$ cat src/rtl/char_buf_arbiter_pkg.sv
// Shared types and defaults for the character-buffer RAM arbiter.
package char_buf_pkg;

  localparam int unsigned cols_default       = 80;
  localparam int unsigned rows_default       = 30;
  localparam logic [7:0]  clear_char_default = 8'h20;

  // Address width needed to cover a buffer of the given depth.
  function automatic int unsigned calc_w_addr(input int unsigned depth);
    return (depth <= 1) ? 1 : $clog2(depth);
  endfunction

  typedef enum logic [1:0] {IDLE, CLEAR, DONE} clr_state_t;

  typedef enum logic [1:0] {GNT_NONE, GNT_VID, GNT_CLR, GNT_HOST} gnt_t;

endpackage

$ cat src/rtl/char_buf_arbiter_if.sv
// Requester and RAM-side signals of the character-buffer arbiter.
// master: the environment (video, host, clear trigger, RAM macro).
// slave:  the arbiter itself.
interface char_buf_arbiter_if #(
  parameter int unsigned w_addr = 12,
  parameter int unsigned w_char = 8
);
  logic              vid_req;
  logic [w_addr-1:0] vid_addr;
  logic [w_char-1:0] vid_rdata;
  logic              vid_rvalid;

  logic              wr_valid;
  logic [w_addr-1:0] wr_addr;
  logic [w_char-1:0] wr_data;
  logic              wr_ready;
  logic              wr_err;

  logic              clr_start;
  logic              clr_busy;
  logic              clr_done;

  logic              ram_en;
  logic              ram_we;
  logic [w_addr-1:0] ram_addr;
  logic [w_char-1:0] ram_wdata;
  logic [w_char-1:0] ram_rdata;

  modport master (
    output vid_req, vid_addr, wr_valid, wr_addr, wr_data, clr_start, ram_rdata,
    input  vid_rdata, vid_rvalid, wr_ready, wr_err, clr_busy, clr_done,
           ram_en, ram_we, ram_addr, ram_wdata
  );

  modport slave (
    input  vid_req, vid_addr, wr_valid, wr_addr, wr_data, clr_start, ram_rdata,
    output vid_rdata, vid_rvalid, wr_ready, wr_err, clr_busy, clr_done,
           ram_en, ram_we, ram_addr, ram_wdata
  );

endinterface

$ cat src/rtl/char_buf_arbiter_clear_seq.sv
// Full-screen clear sequencer: walks every buffer address once, yielding
// to video whenever stall is high.
//
//   state | meaning
//   IDLE  | waiting for clr_start
//   CLEAR | writing fill value at cnt, advancing on non-stalled cycles
//   DONE  | one-cycle completion pulse, then back to IDLE
module char_buf_clear_seq
  import char_buf_pkg::*;
#(
  parameter int unsigned cols   = cols_default,
  parameter int unsigned rows   = rows_default,
  parameter int unsigned w_addr = calc_w_addr(cols * rows)
) (
  input  logic              clk,
  input  logic              rst_n,
  input  logic              clr_start,
  input  logic              stall,
  output logic              clr_busy,
  output logic              clr_done,
  output logic              clr_we,
  output logic [w_addr-1:0] clr_addr
);

  // Exact terminal address; the buffer depth is not a power of two.
  localparam logic [w_addr-1:0] last_addr = w_addr'(cols * rows - 1);

  clr_state_t        state;
  logic [w_addr-1:0] cnt;

  // Clear FSM with registered busy/done flags.
  always_ff @(posedge clk or negedge rst_n) begin
    if (!rst_n) begin
      state    <= IDLE;
      cnt      <= '0;
      clr_busy <= 1'b0;
      clr_done <= 1'b0;
    end else begin
      case (state)
        IDLE: begin
          if (clr_start) begin
            state    <= CLEAR;
            cnt      <= '0;
            clr_busy <= 1'b1;
          end
        end
        CLEAR: begin
          if (!stall) begin
            if (cnt == last_addr) begin
              state    <= DONE;
              clr_done <= 1'b1;
            end else begin
              cnt <= cnt + w_addr'(1);
            end
          end
        end
        DONE: begin
          state    <= IDLE;
          clr_busy <= 1'b0;
          clr_done <= 1'b0;
        end
        default: begin
          state    <= IDLE;
          clr_busy <= 1'b0;
          clr_done <= 1'b0;
        end
      endcase
    end
  end

  assign clr_we   = (state == CLEAR) && !stall;
  assign clr_addr = cnt;

endmodule

$ cat src/rtl/char_buf_arbiter.sv
// Single-port character RAM arbiter: video > clear > host, one access/cycle.
module char_buf_arbiter
  import char_buf_pkg::*;
#(
  parameter int unsigned       cols       = cols_default,
  parameter int unsigned       rows       = rows_default,
  parameter int unsigned       w_char     = 8,
  parameter int unsigned       w_addr     = calc_w_addr(cols * rows),
  parameter logic [w_char-1:0] clear_char = w_char'(clear_char_default)
) (
  input logic               clk,
  input logic               rst_n,
  char_buf_arbiter_if.slave bus
);

  localparam logic [w_addr:0] depth_ext = (w_addr + 1)'(cols * rows);

  logic              clr_busy;
  logic              clr_done;
  logic              clr_we;
  logic [w_addr-1:0] clr_addr;

  logic              wr_ready;
  logic              wr_in_range;
  gnt_t              gnt;

  logic              ram_en;
  logic              ram_we;
  logic [w_addr-1:0] ram_addr;
  logic [w_char-1:0] ram_wdata;
  logic [w_addr-1:0] addr_q;
  logic [w_char-1:0] wdata_q;

  logic              vid_rvalid_q;
  logic              wr_err_q;

  char_buf_clear_seq #(
    .cols  (cols),
    .rows  (rows),
    .w_addr(w_addr)
  ) u_clear_seq (
    .clk      (clk),
    .rst_n    (rst_n),
    .clr_start(bus.clr_start),
    .stall    (bus.vid_req),
    .clr_busy (clr_busy),
    .clr_done (clr_done),
    .clr_we   (clr_we),
    .clr_addr (clr_addr)
  );

  // Host is held off whenever video reads or a clear is running (incl. DONE).
  assign wr_ready    = bus.wr_valid && !bus.vid_req && !clr_busy;
  assign wr_in_range = {1'b0, bus.wr_addr} < depth_ext;

  // Fixed-priority grant; an out-of-range host write is consumed without access.
  always_comb begin
    gnt = GNT_NONE;
    if (bus.vid_req)                gnt = GNT_VID;
    else if (clr_we)                gnt = GNT_CLR;
    else if (wr_ready && wr_in_range) gnt = GNT_HOST;
  end

  // RAM drive from the grant; ungranted cycles replay the held address/data.
  always_comb begin
    ram_en    = 1'b0;
    ram_we    = 1'b0;
    ram_addr  = addr_q;
    ram_wdata = wdata_q;
    case (gnt)
      GNT_VID: begin
        ram_en   = 1'b1;
        ram_addr = bus.vid_addr;
      end
      GNT_CLR: begin
        ram_en    = 1'b1;
        ram_we    = 1'b1;
        ram_addr  = clr_addr;
        ram_wdata = clear_char;
      end
      GNT_HOST: begin
        ram_en    = 1'b1;
        ram_we    = 1'b1;
        ram_addr  = bus.wr_addr;
        ram_wdata = bus.wr_data;
      end
      default: ;
    endcase
  end

  // Hold registers: remember the last address and write data driven.
  always_ff @(posedge clk or negedge rst_n) begin
    if (!rst_n) begin
      addr_q  <= '0;
      wdata_q <= '0;
    end else begin
      if (ram_en) addr_q  <= ram_addr;
      if (ram_we) wdata_q <= ram_wdata;
    end
  end

  // Read strobe follows the request by one cycle; range error pulses once.
  always_ff @(posedge clk or negedge rst_n) begin
    if (!rst_n) begin
      vid_rvalid_q <= 1'b0;
      wr_err_q     <= 1'b0;
    end else begin
      vid_rvalid_q <= bus.vid_req;
      wr_err_q     <= wr_ready && !wr_in_range;
    end
  end

  assign bus.vid_rdata  = bus.ram_rdata;
  assign bus.vid_rvalid = vid_rvalid_q;
  assign bus.wr_ready   = wr_ready;
  assign bus.wr_err     = wr_err_q;
  assign bus.clr_busy   = clr_busy;
  assign bus.clr_done   = clr_done;
  assign bus.ram_en     = ram_en;
  assign bus.ram_we     = ram_we;
  assign bus.ram_addr   = ram_addr;
  assign bus.ram_wdata  = ram_wdata;

endmodule

$ cat src/flat_wrapper.sv
// flat-port wrapper written by rule: the top's interface ports become plain ports
module char_buf_arbiter_flat import char_buf_pkg::*;
#(
  parameter int unsigned       cols       = cols_default,
  parameter int unsigned       rows       = rows_default,
  parameter int unsigned       w_char     = 8,
  parameter int unsigned       w_addr     = calc_w_addr(cols * rows),
  parameter logic [w_char-1:0] clear_char = w_char'(clear_char_default)
)
  (clk, rst_n, bus_vid_req, bus_vid_addr, bus_wr_valid, bus_wr_addr, bus_wr_data, bus_clr_start, bus_ram_rdata, bus_vid_rdata, bus_vid_rvalid, bus_wr_ready, bus_wr_err, bus_clr_busy, bus_clr_done, bus_ram_en, bus_ram_we, bus_ram_addr, bus_ram_wdata);
  char_buf_arbiter_if #(.w_addr(w_addr), .w_char(w_char)) bus_i ();
  input logic clk;
  input logic rst_n;
  input wire logic [$bits(bus_i.vid_req)-1:0] bus_vid_req;
  input wire logic [$bits(bus_i.vid_addr)-1:0] bus_vid_addr;
  input wire logic [$bits(bus_i.wr_valid)-1:0] bus_wr_valid;
  input wire logic [$bits(bus_i.wr_addr)-1:0] bus_wr_addr;
  input wire logic [$bits(bus_i.wr_data)-1:0] bus_wr_data;
  input wire logic [$bits(bus_i.clr_start)-1:0] bus_clr_start;
  input wire logic [$bits(bus_i.ram_rdata)-1:0] bus_ram_rdata;
  output wire logic [$bits(bus_i.vid_rdata)-1:0] bus_vid_rdata;
  output wire logic [$bits(bus_i.vid_rvalid)-1:0] bus_vid_rvalid;
  output wire logic [$bits(bus_i.wr_ready)-1:0] bus_wr_ready;
  output wire logic [$bits(bus_i.wr_err)-1:0] bus_wr_err;
  output wire logic [$bits(bus_i.clr_busy)-1:0] bus_clr_busy;
  output wire logic [$bits(bus_i.clr_done)-1:0] bus_clr_done;
  output wire logic [$bits(bus_i.ram_en)-1:0] bus_ram_en;
  output wire logic [$bits(bus_i.ram_we)-1:0] bus_ram_we;
  output wire logic [$bits(bus_i.ram_addr)-1:0] bus_ram_addr;
  output wire logic [$bits(bus_i.ram_wdata)-1:0] bus_ram_wdata;
  assign bus_i.vid_req = bus_vid_req;
  assign bus_i.vid_addr = bus_vid_addr;
  assign bus_i.wr_valid = bus_wr_valid;
  assign bus_i.wr_addr = bus_wr_addr;
  assign bus_i.wr_data = bus_wr_data;
  assign bus_i.clr_start = bus_clr_start;
  assign bus_i.ram_rdata = bus_ram_rdata;
  assign bus_vid_rdata = bus_i.vid_rdata;
  assign bus_vid_rvalid = bus_i.vid_rvalid;
  assign bus_wr_ready = bus_i.wr_ready;
  assign bus_wr_err = bus_i.wr_err;
  assign bus_clr_busy = bus_i.clr_busy;
  assign bus_clr_done = bus_i.clr_done;
  assign bus_ram_en = bus_i.ram_en;
  assign bus_ram_we = bus_i.ram_we;
  assign bus_ram_addr = bus_i.ram_addr;
  assign bus_ram_wdata = bus_i.ram_wdata;
  char_buf_arbiter #(.cols(cols), .rows(rows), .w_char(w_char), .w_addr(w_addr), .clear_char(clear_char)) u_core (.clk(clk), .rst_n(rst_n), .bus(bus_i));
endmodule
$ cat config.mk
export PLATFORM = sky130hd
export DESIGN_NAME = char_buf_arbiter_flat
export DESIGN_NICKNAME = d
export VERILOG_FILES = /design/src/rtl/char_buf_arbiter_pkg.sv /design/src/rtl/char_buf_arbiter_if.sv /design/src/rtl/char_buf_arbiter_clear_seq.sv /design/src/rtl/char_buf_arbiter.sv /design/src/flat_wrapper.sv
export SDC_FILE = /design/constraint.sdc
export NUM_CORES = 1
export LEC_CHECK = 0
export CAP_MARGIN = 20
export CORE_MARGIN = 2
export CORE_UTILIZATION = 45
export CTS_CLUSTER_SIZE = 8
export DETAILED_ROUTE_END_ITERATION = 16
export GPL_TIMING_DRIVEN = 0
export PLACE_DENSITY = 0.8
export SLEW_MARGIN = 0
export SYNTH_ARGS = -nofsm -noshare
export SYNTH_HDL_FRONTEND = slang
export SYNTH_SLANG_ARGS = --single-unit
$ cat constraint.sdc
create_clock -name clk -period 2.6 [get_ports clk]
set_clock_uncertainty 0.1 [all_clocks]
set_input_delay 0.52 -clock clk [delete_from_list [all_inputs] [get_ports clk]]
set_output_delay 0.52 -clock clk [all_outputs]
set_load 0.005 [all_outputs]
==> results of run 1 <==
## cells by family after synthesis
kind of cell,after synthesis,synth area share
mux,9,0.0397
compound gates,97,0.273
flops,38,0.419
fa+ha+maj,1,0.00552
simple gates,82,0.201
buf+inv,26,0.0613
## cells in the final DEF (no fill, tap or decap), drive strengths merged, types with 3 or more instances in the layout
cell type / instances
and3: 3
a31oi: 13
inv: 3
o21ai: 26
dlygate4sd2: 9
clkdlybuf4s50: 39
nand2: 11
nand3: 5
nor2b: 4
o31ai: 3
a22oi: 20
dfrtp: 38
a21o: 4
nor2: 22
mux2i: 9
a41o: 3
o21a: 3
or4: 3
clkbuf: 22
and2: 11
a21oi: 18
or3: 3
buf: 40
or2: 10
## synthesized netlist by cell type (4+ instances only)
cell type	instances	area (um2)
dfrtp_1	38	951
nor2_1	22	82.6
o21ai_0	22	110
a22oi_1	20	150
a21oi_1	18	90.1
a31oi_1	13	81.3
and2_1	11	68.8
clkbuf_1	11	41.3
nand2_1	11	41.3
or2_2	10	62.6
mux2i_1	9	90.1
buf_4	8	60.1
nand3_1	5	25.0
a21o_1	4	30.0
nor2b_1	4	25.0
o21ai_1	4	20.0
## path summary, 6_finish.rpt
check                                               startpoint                         endpoint  cells past startpoint
worst max-delay path                            bus_wr_addr[6]                 bus_ram_wdata[6]                      9
worst min-delay path                                     rst_n                 u_core.addr_q[3]                      1
worst max register to register  u_core.u_clear_seq.clr_addr[0]  u_core.u_clear_seq.clr_addr[10]                      7
worst min register to register     u_core.u_clear_seq.clr_done      u_core.u_clear_seq.clr_done                      2
max in group asynchronous                                rst_n      u_core.u_clear_seq.state[0]                      1
min in group clk                                   bus_vid_req            u_core.bus.vid_rvalid                      1
## power by group through the flow
stage	clock network, mW	logic (mW)	registers (mW)
after global routing	0.423	0.632	0.713
after detailed placement	0	0.517	0.715
after global placement	0	0.506	0.711
after floorplan	0	0.289	0.696
final	0.387	0.580	0.707
after CTS	0.397	0.536	0.704
## layout make-up
| class | count | share of cell area |
|---|---|---|
| multi-input combinational | 189 | 0.413 |
| sequential | 38 | 0.278 |
| timing repair buffer | 83 | 0.205 |
| buffer | 23 | 0.0540 |
| tap | 67 | 0.0244 |
| clock buffer | 5 | 0.0201 |
| inverter | 3 | 0.00328 |
| clock inverter | 2 | 0.00292 |
## state kept, by name (all words and copies together) (netlist names)
register / cells
u_core.bus.vid_rvalid: 1
u_core.u_clear_seq.clr_addr: 12
u_core.addr_q: 12
u_core.bus.wr_err: 1
u_core.u_clear_seq.clr_busy: 1
u_core.u_clear_seq.clr_done: 1
u_core.u_clear_seq.state: 2
u_core.wdata_q: 8
## repair_timing
action,CTS,global route
gates resized for setup,129,43
buffers inserted,10,1
cloned,2,0
pin swaps,16,8
setup endpoints to repair,22,21
## per-layer routing
| layer | share of wire | vias to the layer above | global-route usage |
|---|---|---|---|
| met4 | 0.021 | 0 | 0.0913 |
| met2 | 0.49 | 137 | 0.433 |
| met5 | 0 | - | 0 |
| met1 | 0.41 | 1151 | 0.375 |
| met3 | 0.076 | 20 | 0.0455 |
| li1 | - | 1122 | - |
==> results.ini, run 1 <==
[sta]
tns_ns = -0.0447
finalCritPeriodShare = 1.02
hold_viol = 0
relSlewSlack = 0.423
tightest_slew_ns = 0.866
slew_violations = 0
whs_ns = 0.245
fmax_ghz = 0.378
rsz0062_at_grt = yes
final.setup.worst_slack_ns = -0.0447
setup_violations = 1
fin_crit_ns = 2.64

[clock_tree]
h-tree-depth = 2
postCtsHoldBufs = 0
cts_tree = yes
clkTransAtPathRegs_ns = 0.08
cts_root_buffer = clkbuf_8
numCtsBuffers = 5
cts_buffer_depth = 2
cts.sinks = 38
clock_latency_ns = 0.29

[floorplanning]
die_w_um = 75.0
core.rowCount = 25
core_area_um2 = 4790
ios = 80
start_util = 0.474
die_h_um = 75.0
die_area_um2 = 5620

[pwr]
ir_worst_vdd_mv = 0.504
pwr-share-comb = 0.347
finalPower_mw = 1.67
leakagePower_nw = 1.55
clkPwrFrac = 0.231
p_switching_mw = 0.565
p_seq_frac = 0.422
p_sw_frac = 0.337
power_density_nw_per_um2 = 488
p_int_mw = 1.11

[finish]
fillCellCount = 366
design_area_um2 = 3430
multi_input_area_um2 = 1420
finalNetCount = 389
instances_no_fill = 410
drive_gt1_frac = 0.315
final-seq-area_um2 = 952
diodes = 0
syn2layout_area_growth_pct = 51.3
fin_util = 0.717

[global_route]
grt_pass1_vias = 2354
grt_max_degree = 39
gr-total-overflow = 0
grt_usage = 0.271
grt_pass1_wl_um = 11500
antenna_found_initial = 0

[detailed_routing]
wl_per_cell_um = 18.5
route.detailed.drc = 0
drt-total-wl_um = 7570
initialDrtViolationCount = 240
firstDrtPassIters = 4
routed-via-count = 2430
viasPerCell = 5.93
final_antenna_net_count = 0

[run_status]
violations = negative setup slack
status = finished, violations left

[setup_path]
criticalPathCategory = in2out
path_buf_inv = 5
path_cells = dlygate4sd2_1 > a21oi_2 > o211ai_1 > buf_4 > buf_6 > buf_12 > mux2i_4 > nor2_1 > buf_2
end_kind = primary output
r2r_setup_slack_ns = 0.41
start_kind = input pin
slowest_delay_ns = 0.26
crit_required_ns = 1.98
cp_max_fo = 7
cpMaxStageDelayCell = dlygate4sd2_1
cp.arrival_ns = 2.02
cp_top_family = buffers and inverters

[place]
numPortBuffers = 71
placed_area_um2 = 3060
placedCellCount = 391
dp_worst_setup_slack_ns = -0.944
place_congestion = 0.843
dp_hpwl_um = 4820

[logic_synthesis]
ys_seq_area_frac = 0.419
ys_types = 40
yosys_warnings = 0
ys_async_sr_fraction = 1.00
synth_edf_count = 0
synthCells = 253
avgSynthCellArea_um2 = 8.96
synth_nets = 299
syn-cell-area_um2 = 2270
synth-seq-cells = 38
ys.flop_type = dfrtp_1

[job]
maxCapViolCount = 0

[min_path]
hold_path_class = in2async

(Power assumes the default switching activity.)
==> run 2: changes to the inputs <==
- PLACE_DENSITY: 0.8 -> 0.92
- SLEW_MARGIN: 0 -> default
==> results.ini, run 2 (same netlist as run 1, synthesis figures left out) <==
[place]
place_congestion = 0.867  ; +2.9%
placed_area_um2 = 3060  ; unchanged
dp_hpwl_um = 5030  ; +4.4%
numPortBuffers = 71  ; unchanged
dp_worst_setup_slack_ns = -0.955  ; -0.0111 ns

[finish]
final_common_cell = clkdlybuf4s50_1
layout_common_cells = clkdlybuf4s50_1 (39), dfrtp_1 (36), buf_4 (33)
design_area_um2 = 3510  ; +2.3%
syn2layout_area_growth_pct = 54.9
finalNetCount = 401  ; +3.1%
drive_gt1_frac = 0.337  ; +0.0222
diodes = 0  ; unchanged
fillCellCount = 306  ; -16%

[sta]
tns_ns = -0.361  ; -0.316 ns
setup_violations = 6  ; +5
fin_crit_ns = 2.80  ; +0.156 ns
finalCritPeriodShare = 1.08  ; +0.0601
tightest_slew_ns = 0.858  ; -0.00751 ns
final.setup.worst_slack_ns = -0.201  ; -0.156 ns
slew_violations = 0  ; unchanged
fmax_ghz = 0.357  ; -5.6%
relSlewSlack = 0.428  ; +0.00501
hold_viol = 0  ; unchanged
whs_ns = 0.218  ; -0.0267 ns
rsz0062_at_grt = yes

[clock_tree]
h-tree-depth = 2  ; unchanged
cts_buffer_depth = 2  ; unchanged
postCtsHoldBufs = 0  ; unchanged
cts.sinks = 38  ; unchanged
cts_root_buffer = clkbuf_8
clock_latency_ns = 0.30  ; about the same
numCtsBuffers = 5  ; unchanged
cts_tree = yes
clkTransAtPathRegs_ns = 0.08  ; about the same

[job]
maxCapViolCount = 0  ; unchanged

[run_status]
status = finished, violations left
violations = negative setup slack

[floorplanning]
die_w_um = 75.0  ; unchanged
die_area_um2 = 5620  ; unchanged
start_util = 0.474  ; unchanged
ios = 80  ; unchanged
die_h_um = 75.0  ; unchanged
core.rowCount = 25  ; unchanged
core_area_um2 = 4790  ; unchanged

[detailed_routing]
wl_per_cell_um = 21.8  ; +18%
routed-via-count = 2726  ; +12%
route.detailed.drc = 0  ; unchanged
drt-total-wl_um = 9230  ; +22%
firstDrtPassIters = 6  ; +2
viasPerCell = 6.44  ; +8.7%
final_antenna_net_count = 0  ; unchanged
initialDrtViolationCount = 372  ; +55%

[setup_path]
crit_required_ns = 1.98  ; about the same
criticalPathCategory = in2out
start_kind = input pin
cp.arrival_ns = 2.18  ; +0.16 ns
cp_max_fo = 10  ; +3
end_kind = primary output

[global_route]
antenna_found_initial = 0  ; unchanged
grt_usage = 0.308  ; +0.0367
grt_max_degree = 39  ; unchanged
grt_pass1_vias = 2579  ; +9.6%
grt_pass1_wl_um = 12800  ; +11%
gr-total-overflow = 0  ; unchanged

[pwr]
leakagePower_nw = 1.60  ; +2.7%
power_density_nw_per_um2 = 503  ; +3.0%
ir_worst_vdd_mv = 0.370  ; -27%

[min_path]
hold_path_class = in2async

## run 2: cell count changes in the layout (fill, tap and decap cells not counted), sizes merged
cell | before | now
clkinv | 2 | 1
clkdlybuf4s15 | 1 | 4
dlygate4sd2 | 9 | 8
clkbuf | 22 | 31
buf | 40 | 43
## run 2: repair_timing
item | in CTS | in global routing
cloned | 2 | 0
setup endpoints to repair | 22 | 21
buffers inserted | 20 | 4
pin swaps | 10 | 9
gates resized for setup | 110 | 58
## run 2: cell type report
cell class	count	area, um2	area share
plain buffers	23	184	0.0524
clock buffers	7	86.3	0.0246
clock inverters	1	5.00	0.00143
inverters	3	11.3	0.00321
multi-input cells	189	1400	0.400
flip-flops and latches	38	953	0.272
well taps	67	83.8	0.0239
repair buffers	95	785	0.223
## run 2: worst max-delay path, stage by stage
cell and delay, ns:
buf_2 0.15, clkbuf_4 0.20, inv_1 0.25, clkbuf_4 0.30
a31oi_1 0.16, a22oi_1 0.31, dlygate4sd2_1 0.29
## run 2: path summary, 6_finish.rpt
path	to	depth (start not counted)	slack [ns]	start
min in group clk	u_core.bus.vid_rvalid	1	0.33	bus_vid_req
setup / recovery	bus_ram_addr[9]	7	-0.20	bus_vid_req
hold reg to reg	u_core.u_clear_seq.clr_addr[0]	1	0.48	u_core.u_clear_seq.clr_addr[0]
hold / removal	u_core.addr_q[1]	1	0.22	rst_n
setup reg to reg	u_core.wdata_q[4]	11	0.33	u_core.u_clear_seq.clr_busy
max in group asynchronous	u_core.u_clear_seq.state[1]	1	1.59	rst_n
## run 2: per-stage QoR
step / total power [mW] / cells / utilization
floorplan: 0.986 / 253 / -
global placement: 1.21 / 391 / 0.640
detailed placement: 1.24 / 391 / 0.639
CTS: 1.68 / 421 / 0.716
global route: 1.83 / 423 / 0.734
finish: 1.76 / 423 / 0.734
## run 2: routing by layer
metal  up-vias  global-route usage  share of wire
met5         -                   0              0
li1       1141                   -              -
met1      1312               0.375           0.36
met4         0               0.179          0.048
met2       230               0.492           0.50
met3        43              0.0817          0.095
## run 2: power breakdown
part | leakage (nW) | switching (mW) | internal [mW] | total, mW
combinational | 1.05 | 0.340 | 0.279 | 0.619
clock | 0.0482 | 0.218 | 0.214 | 0.432
sequential | 0.494 | 0.0589 | 0.655 | 0.713
==> run 3: changes to the inputs <==
- PLACE_DENSITY: 0.92 -> 0.84
==> results.ini, run 3 (same netlist as run 1, synthesis figures left out) <==
[run_status]
status = finished clean

[place]
dp_worst_setup_slack_ns = -0.938  ; +0.0176 ns
dp_hpwl_um = 4790  ; -4.7%
placed_area_um2 = 3060  ; unchanged
numPortBuffers = 71  ; unchanged
place_congestion = 0.904  ; +4.3%
placedCellCount = 391  ; unchanged

[finish]
syn2layout_area_growth_pct = 58.8
drive_gt1_frac = 0.368  ; +0.0313
layout_common_cells = clkdlybuf4s50_1 (39), buf_4 (37), dfrtp_1 (37)
final-seq-area_um2 = 952  ; -0.13%
finalNetCount = 407  ; +1.5%
fillCellCount = 316  ; +3.3%
instances_no_fill = 428  ; +1.2%
design_area_um2 = 3600  ; +2.5%
final_common_cell = clkdlybuf4s50_1
diodes = 0  ; unchanged
multi_input_area_um2 = 1460  ; +3.9%

[setup_path]
path_cells = clkdlybuf4s15_1 > nand2_1 > o211ai_1 > buf_4 > buf_4 > buf_8 > mux2i_2 > o21ai_1 > buf_2
cp.arrival_ns = 1.97  ; -0.21 ns
start_kind = input pin
crit_top_cell = buf_4
slowest_delay_ns = 0.23  ; -0.08 ns
criticalPathCategory = in2out
cpMaxStageDelayCell = clkdlybuf4s15_1
cp_top_family = buffers and inverters
r2r_setup_slack_ns = 0.43  ; +0.10 ns
end_kind = primary output
cp_max_fo = 5  ; -5
r2r-end = u_core.u_clear_seq.clr_addr[10]
r2r_cells = 7  ; -4
path_buf_inv = 5  ; unchanged
crit_required_ns = 1.98  ; about the same
r2r-start = u_core.u_clear_seq.clr_addr[0]

[floorplanning]
core_area_um2 = 4790  ; unchanged
die_w_um = 75.0  ; unchanged
die_h_um = 75.0  ; unchanged
die_area_um2 = 5620  ; unchanged
start_util = 0.474  ; unchanged
core.rowCount = 25  ; unchanged
ios = 80  ; unchanged

[sta]
relSlewSlack = 0.407  ; -0.0210
hold_viol = 0  ; unchanged
finalCritPeriodShare = 0.997  ; -0.0798
fmax_ghz = 0.386  ; +8.0%
whs_ns = 0.247  ; +0.0285 ns
setup_violations = 0  ; -6
fin_crit_ns = 2.59  ; -0.208 ns
final.setup.worst_slack_ns = 0.00675  ; +0.208 ns
slew_violations = 0  ; unchanged
tightest_slew_ns = 0.890  ; +0.0316 ns
rsz0062_at_grt = yes

[pwr]
finalPower_mw = 1.74  ; -1.1%
ir_worst_vdd_mv = 0.487  ; +32%
leakagePower_nw = 1.63  ; +1.9%
power_density_nw_per_um2 = 485  ; -3.6%

[job]
maxCapViolCount = 0  ; unchanged

[detailed_routing]
drt-total-wl_um = 8600  ; -6.8%
initialDrtViolationCount = 288  ; -23%
wl_per_cell_um = 20.1  ; -7.9%
firstDrtPassIters = 5  ; -1
routed-via-count = 2593  ; -4.9%
route.detailed.drc = 0  ; unchanged
final_antenna_net_count = 0  ; unchanged
viasPerCell = 6.06  ; -6.0%

[clock_tree]
cts_buffer_depth = 2  ; unchanged
h-tree-depth = 2  ; unchanged
numCtsBuffers = 5  ; unchanged
cts_root_buffer = clkbuf_8
cts_tree = yes
cts.sinks = 38  ; unchanged
clkTransAtPathRegs_ns = 0.07  ; about the same
clock_latency_ns = 0.30  ; about the same

[global_route]
antenna_found_initial = 0  ; unchanged
grt_pass1_wl_um = 12300  ; -3.5%
grt_usage = 0.297  ; -0.0109
gr-total-overflow = 0  ; unchanged
grt_pass1_vias = 2525  ; -2.1%
grt_max_degree = 39  ; unchanged

[min_path]
hold_path_class = in2async

-- run 3: per-layer routing --
layer  track usage  share of wire  up-vias
li1              -              -     1154
met1         0.386           0.39     1233
met2         0.466           0.49      170
met3        0.0602          0.084       36
met4         0.163          0.032        0
met5             0              0        -
-- run 3: worst max-delay path by stage --
stage | start | endpoint | slack (ns) | depth (start not counted)
2_1_floorplan | bus_wr_addr[5] | bus_ram_wdata[5] | 0.43 | 5
3_3_place_gp | bus_wr_addr[6] | bus_ram_addr[7] | -0.96 | 7
3_5_place_dp | bus_wr_addr[5] | bus_ram_addr[7] | -0.94 | 7
4_1_cts | u_core.u_clear_seq.clr_busy | bus_ram_addr[10] | -0.003 | 8
5_1_grt | u_core.u_clear_seq.clr_busy | bus_ram_wdata[6] | -0.06 | 8
6_report | bus_wr_addr[8] | bus_ram_wdata[5] | 0.007 | 9
-- run 3: area by class of cell --
class                   instances  area share
clock buffers                   7      0.0212
multi-input cells             189       0.405
well taps                      67      0.0233
repair buffers                101       0.229
flip-flops and latches         38       0.265
plain buffers                  23      0.0539
inverters                       3     0.00313
-- run 3: stage by stage --
stage	setup TNS, ns	util
after floorplan	0	-
after global placement	-18.34	0.640
after detailed placement	-18.56	0.639
after CTS	-0.00285	0.743
after global routing	-0.222	0.752
final	0	0.752
-- run 3: what timing repair did --
item                                   in CTS  in global routing
gates resized for setup                   141                 55
pin swaps                                  12                  5
hold buffers                                0                  0
setup endpoints to repair                  22                 22
endpoints found under the hold margin       0                  0
buffers inserted                           25                  3
cloned                                      2                  0
-- run 3: report_power, final --
part	switching (mW)	total (mW)	internal (mW)
Combinational	0.336	0.639	0.304
Clock	0.208	0.393	0.185
Sequential	0.0578	0.712	0.655
